--- src/rtl/rs232_input.sv ---
`default_nettype none
// ============================================================================
// Module   : rs232_input
// Purpose  : 8N1 UART receiver; one-cycle strobes for good bytes / bad frames.
// Revision : 1.0 - initial release
// ============================================================================
module rs232_input #(
  parameter int CLKS_PER_BIT = 16
) (
  input  logic       i_clk,
  input  logic       i_rst_n,
  input  logic       i_rx,
  output logic [7:0] o_data,
  output logic       o_valid,
  output logic       o_frame_err,
  output logic       o_busy
);

  localparam int          HALF_BIT    = CLKS_PER_BIT / 2;
  localparam logic [14:0] c_half_last = 15'(HALF_BIT - 1);
  localparam logic [14:0] c_bit_last  = 15'(CLKS_PER_BIT - 1);

  typedef enum logic [1:0] {
    S_IDLE  = 2'd0,
    S_START = 2'd1,
    S_DATA  = 2'd2,
    S_STOP  = 2'd3
  } state_t;

  state_t      r_state, w_state_nxt;
  logic        r_rx_meta, r_rx_s, r_rx_d;
  logic [14:0] r_cnt, w_cnt_nxt;
  logic [2:0]  r_bit_idx, w_bit_idx_nxt;
  logic [7:0]  r_shift, w_shift_nxt;
  logic [7:0]  w_data_nxt;
  logic        w_valid_nxt, w_err_nxt;
  logic        w_start;

  always_ff @(posedge i_clk or negedge i_rst_n) begin
    if (!i_rst_n) begin
      r_rx_meta <= 1'b1;
      r_rx_s    <= 1'b1;
      r_rx_d    <= 1'b1;
    end else begin
      r_rx_meta <= i_rx;
      r_rx_s    <= r_rx_meta;
      r_rx_d    <= r_rx_s;
    end
  end

  // Edge-only detect: a line parked low after a frame error cannot retrigger.
  assign w_start = r_rx_d & ~r_rx_s;

  always_ff @(posedge i_clk or negedge i_rst_n) begin
    if (!i_rst_n) begin
      r_state     <= S_IDLE;
      r_cnt       <= 15'd0;
      r_bit_idx   <= 3'd0;
      r_shift     <= 8'h00;
      o_data      <= 8'h00;
      o_valid     <= 1'b0;
      o_frame_err <= 1'b0;
    end else begin
      r_state     <= w_state_nxt;
      r_cnt       <= w_cnt_nxt;
      r_bit_idx   <= w_bit_idx_nxt;
      r_shift     <= w_shift_nxt;
      o_data      <= w_data_nxt;
      o_valid     <= w_valid_nxt;
      o_frame_err <= w_err_nxt;
    end
  end

  always_comb begin
    w_state_nxt   = r_state;
    w_cnt_nxt     = r_cnt + 15'd1;
    w_bit_idx_nxt = r_bit_idx;
    w_shift_nxt   = r_shift;
    w_data_nxt    = o_data;
    w_valid_nxt   = 1'b0;
    w_err_nxt     = 1'b0;
    case (r_state)
      S_IDLE: begin
        w_cnt_nxt = 15'd0;
        if (w_start) w_state_nxt = S_START;
      end
      S_START: begin
        if (r_cnt == c_half_last) begin
          w_cnt_nxt     = 15'd0;
          w_bit_idx_nxt = 3'd0;
          w_state_nxt   = r_rx_s ? S_IDLE : S_DATA;
        end
      end
      S_DATA: begin
        if (r_cnt == c_bit_last) begin
          w_cnt_nxt   = 15'd0;
          w_shift_nxt = {r_rx_s, r_shift[7:1]};
          if (r_bit_idx == 3'd7) w_state_nxt = S_STOP;
          else                   w_bit_idx_nxt = r_bit_idx + 3'd1;
        end
      end
      S_STOP: begin
        // Leaving at mid-stop-bit leaves half a bit to catch a back-to-back start.
        if (r_cnt == c_bit_last) begin
          w_cnt_nxt   = 15'd0;
          w_state_nxt = S_IDLE;
          if (r_rx_s) begin
            w_data_nxt  = r_shift;
            w_valid_nxt = 1'b1;
          end else begin
            w_err_nxt   = 1'b1;
          end
        end
      end
      default: w_state_nxt = S_IDLE;
    endcase
  end

  assign o_busy = (r_state != S_IDLE);

endmodule
`default_nettype wire

--- config.mk ---
export PLATFORM = sky130hd
export DESIGN_NAME = rs232_input
export DESIGN_NICKNAME = d
export VERILOG_FILES = /design/src/rtl/rs232_input.sv
export SDC_FILE = /design/constraint.sdc
export NUM_CORES = 1
export LEC_CHECK = 0
export BUFFER_PORTS_ARGS = -buffer_cell sky130_fd_sc_hd__buf_2
export CORE_AREA = 2 2 66 68
export DETAILED_ROUTE_END_ITERATION = 10
export DIE_AREA = 0 0 68 70
export PLACE_DENSITY = 0.64
export SLEW_MARGIN = 5
export SYNTH_ARGS = -nofsm -noshare
export SYNTH_HDL_FRONTEND = slang
export SYNTH_SLANG_ARGS = --single-unit
--- constraint.sdc ---
create_clock -name i_clk -period 3.3 [get_ports i_clk]
set_input_delay 0.165 -clock i_clk [delete_from_list [all_inputs] [get_ports i_clk]]
set_output_delay 0.165 -clock i_clk [all_outputs]
set_load 0.1 [all_outputs]
Yosys cells after proc, flatten, opt, wreduce, memory -nomap -nowiden
Cells that the tools add are included.
{"block": "op_classes", "add_sub_neg": 2, "n_eq_ne": 12, "muxes": 20, "bitwise_logic": 2, "reduce_logical": 8}
{"operator": "15-bit one-hot mux with 3 select lines", "n": 1}
{"operator": "15-bit two-way mux", "n": 2}
{"operator": "15-bit by 1-bit adder with 15-bit output, second input constant", "n": 1}
{"operator": "15-bit by 3-bit equality test with 1-bit output, second input constant", "n": 1}
{"operator": "15-bit by 4-bit equality test with 1-bit output, second input constant", "n": 1}
{"operator": "2-bit two-way mux", "n": 6}
{"operator": "2-bit != test, second input constant", "n": 6}
{"operator": "3-bit two-way mux", "n": 3}
{"operator": "2-bit one-hot mux with 4 select lines", "n": 1}
{"operator": "1-bit two-way mux", "n": 6}
{"operator": "3-bit one-hot mux with 2 select lines", "n": 1}
{"operator": "5-bit AND reduction", "n": 1}
{"operator": "2-bit equality test, second input constant", "n": 2}
{"operator": "4-bit AND reduction", "n": 1}
{"operator": "2-bit nonzero test", "n": 2}
{"operator": "3-bit by 1-bit adder with 3-bit output, second input constant", "n": 1}
{"operator": "3-bit equality test, second input constant", "n": 1}
{"operator": "3-bit AND reduction", "n": 1}
{"operator": "2-bit by 1-bit equality test with 1-bit output, second input constant", "n": 1}
{"operator": "2-bit zero test", "n": 1}
{"operator": "2-bit AND reduction", "n": 1}
{"operator": "2-bit OR reduction", "n": 1}
{"operator": "1-bit bitwise AND", "n": 1}
{"operator": "1-bit NOT", "n": 1}
{"block": "totals", "ff_bits": 41, "input_bits": 3, "word_cells": 54}

Longest topological paths before layout
{"block": "depth", "depth_word": 4, "mapped_depth": 6, "ltp_nobuf": 5}

Worst setup path after synthesis
No wires, ideal clock.
{"block": "synth_timing", "path_kind": "flip-flop to flip-flop", "startpoint": "reg r_cnt[0]", "endpoint": "reg o_data[2]", "setup_time_ps": 125, "arrival_time_ps": 1746, "required_time_ps": 3175, "setup_slack_ps": 1429, "stages_incl_launch_ff": 6, "n_path_buf": 0, "synth_period_minus_slack_ps": 1871, "path_cell_list": "dfrtp_1 ha_1 nor4b_4 nand4_1 nor2_4 mux2_2"}
{"block": "synth_between", "elab_chain_len": 2}
{"element": "start: declaration", "line": "32", "text": "logic [14:0] r_cnt, w_cnt_nxt;"}
{"element": "start signal: assignment", "line": "65", "text": "r_cnt <= w_cnt_nxt;"}
{"element": "15-bit by 4-bit equality test with 1-bit output", "line": "104", "text": "if (r_cnt == c_bit_last) begin"}
{"element": "3-bit AND reduction (no source line)"}
{"element": "end signal: assignment", "line": "68", "text": "o_data <= w_data_nxt;"}
{"element": "end: declaration", "line": "13", "text": "output logic [7:0] o_data,"}
No other way between the ends.
A chain may end at the register's enable or synchronous reset.

Worst setup path after layout
{"block": "layout_timing", "startpoint": "reg r_cnt[0]", "endpoint": "reg r_cnt[11]"}
{"block": "layout_between", "elab_chain_len": 3, "word_cells_on_any_way": 6}
{"element": "15-bit by 1-bit adder with 15-bit output (tied with other cells)", "line": "76", "text": "w_cnt_nxt = r_cnt + 15'd1;"}
{"element": "15-bit two-way mux (on tied branches)", "line": "95, 104, 88"}
{"element": "15-bit one-hot mux with 3 select lines (*)", "line": "82", "text": "case (r_state)"}
{"element": "named net w_cnt_nxt[11]", "line": "32"}
Mark *: on every way through the listed nets, which the timed path passes. The rest lies on a longest branch.

==> results.cfg <==
[status]
violations = hold timing
status = complete, but fails checks

[yosys]
synthTopCellsByArea = dfrtp_1 (51%), mux2_2 (8.4%), xnor2_1 (4.7%)
synth-edff-count = 0
synth_xor_xnor_area_share = 0.0607
yosysMostFrequentCell = dfrtp_1
async_reset_ff_frac = 1.00
synth_cell_types = 33
synth_compound_area_frac = 0.0254
synth.top_cell.area_share = 0.507
synthFlopType = dfrtp_1
syn_avg_cell_area_um2 = 12.1
synthesis.nets = 161
synthSimpleGateAreaFrac = 0.222
syn_area_um2 = 1870
synthMuxAreaShare = 0.107
synthCells = 155
synth-seq-area-share = 0.549
synth_top_family_by_area = simple AND/OR/NAND/NOR gates
ys_ff_latch = 41
synthAdderAreaFrac = 0.0200
ys.warnings.count = 0
netlist_top_cells_count = dfrtp_1 (38), nor2_1 (17), mux2_2 (14), nand2_1 (11), xnor2_1 (10)
synth_area_leader_cell = dfrtp_1

[clock_tree]
cts_tree = done
clkSinkCount = 41
htreeDepth = 2
clk_pin_slew_ps = 80
cts_made_buffers = 5
cts_buffer_depth = 2
clock-root-buffer = clkbuf_8
cts_hold_buf = 1
postCtsSetupBuffers = 0
insertion_delay_ps = 290
cts_resized = 0

[route]
drc_errors = 0
routed_wl_mm = 3.25
via_per_inst = 5.27
vias = 1191
drt_iter0_drc = 40
postRouteAntennaNets = 0
post_drt_wl_per_cell_um = 14.4
first_pass_iters = 4

[placement]
hpwl_mm = 2.33
io_buffers = 13
gp_congestion = 0.753

[global_routing]
first_global_vias = 1195
grt_pass1_wl_mm = 5.59
grtUsageTotal = 0.161
antenna_found_initial = 0
grt_max_degree = 42
grt-ovfl-total = 0

[die]
io_pins = 14
fp.dieW_um = 68
start_util = 0.452
rows = 24
die_h_um = 70
coreArea_um2 = 4140
fp.dieArea_um2 = 4760

[timing]
worst_slew_pin_slew_ps = 854
setup_viol = 0
finalCriticalPeriod_ps = 2290
min_period_over_period = 0.693
slew_violations = 0
rsz0062_at_grt = no
hold_slack_ps = -16.3
fmax_mhz = 437
tns_ps = 0
relSlewSlack = 0.431
finalHoldViolCount = 29
clock_skew_ps = 7.52

[critical_path]
cp-start-kind = register
endpoint_kind = register
crit_type = reg2reg
r2r_cells = 5
cp.arrival_ps = 2430
rrSetupSlack_ps = 1010
critical_path_peak_fanout = 15
cp_data_required_time_ps = 3440

[cells_and_area]
drive_gt1_frac = 0.253
fillers = 383
diodes = 0
nNetsFinal = 179
fin_util = 0.508
syn2layout_area_growth_pct = 12.2

[power]
comb_power_share = 0.189
ir_drop_mv = 0.311
seqPwrFrac = 0.491
switching_share = 0.307
power.switching_mw = 0.368
p_per_area_nw_per_um2 = 570
internal_power_mw = 0.832
p_leak_nw = 0.954
pwr-share-clk = 0.320

[flow_run]
cap_violations = 0

[worst_hold_path]
hold_class = in2async
## kinds of logic (layout without fill, tap and decap cells)
group,after synthesis,after routing
AND/OR/NAND/NOR,68,68
flip-flops,41,41
multiplexers,18,18
XOR/XNOR,13,13
AO/OA/AOI/OAI,6,6
buffers and inverters,6,25
adder cells (fa/ha/maj),3,3
## power by group through the flow
stage / sequential, mW / combinational (mW) / clock, mW
after global placement: 0.593 / 0.226 / 0
after global routing: 0.598 / 0.254 / 0.422
final: 0.588 / 0.227 / 0.384
after floorplan: 0.569 / 0.223 / 0
after detailed placement: 0.596 / 0.231 / 0
after CTS: 0.587 / 0.233 / 0.395
## per-layer routing
metal	wire, um	part of all wire	GRT usage
met3	87	0.027	0.0483
met1	1490	0.46	0.210
met5	0	0	0
met4	29	0.0089	0.0600
met2	1640	0.50	0.250
## final timing paths
kind	from	endpoint
min	i_rst_n	r_cnt[1]
max	r_cnt[0]	r_cnt[11]
min in group i_clk	r_rx_meta	r_rx_s
max in group asynchronous	i_rst_n	r_shift[7]
max reg2reg	r_cnt[0]	r_cnt[11]
min reg2reg	r_rx_meta	r_rx_s
## cell type report
cell class	instances	area, um^2	share of cell area
sequential	41	1030	0.490
timing repair buffer	14	75.1	0.0357
tap	52	65.1	0.0309
clock inverter	2	35.0	0.0167
clock buffer	6	72.6	0.0345
multi-input combinational	108	815	0.387
inverter	3	11.3	0.00535
## layout by cell type (no fill, tap or decap), drive strengths merged, types with 2 or more instances in the layout
| cell type | n |
|---|---|
| buf | 13 |
| clkbuf | 6 |
| dfrtp | 38 |
| dfstp | 3 |
| ha | 3 |
| inv | 3 |
| mux2 | 16 |
| mux2i | 2 |
| nand2 | 11 |
| nand3 | 7 |
| nand4 | 9 |
| nor2 | 18 |
| nor2b | 4 |
| nor3 | 6 |
| nor4 | 6 |
| o211ai | 2 |
| or2 | 2 |
| xnor2 | 10 |
| xor2 | 3 |
## metrics by stage
step	power [mW]	instances	instance area (um^2)	worst slack [ps]
after floorplan	0.792	155	1870	1430
after CTS	1.22	226	2100	971
after global placement	0.819	217	1990	1150
after detailed placement	0.828	217	1990	992
after global routing	1.27	226	2100	763
final	1.20	226	2100	1010
## critical path, stage by stage (launching register included)
cell     delay [ps]
dfrtp_1         410
ha_1            260
nor4b_4         440
nand4_1         300
a22oi_2         600
nor2_1          130
## sequential cells by signal, indices dropped and copies added (netlist names), named ones only
name and cells:
o_valid 1, r_state 1, o_data 8, r_bit_idx 3, r_rx_s 1, r_rx_meta 1, o_frame_err 1, r_rx_d 1
r_cnt 15, r_shift 8
No activity file was read; power rests on OpenSTA's default activity.
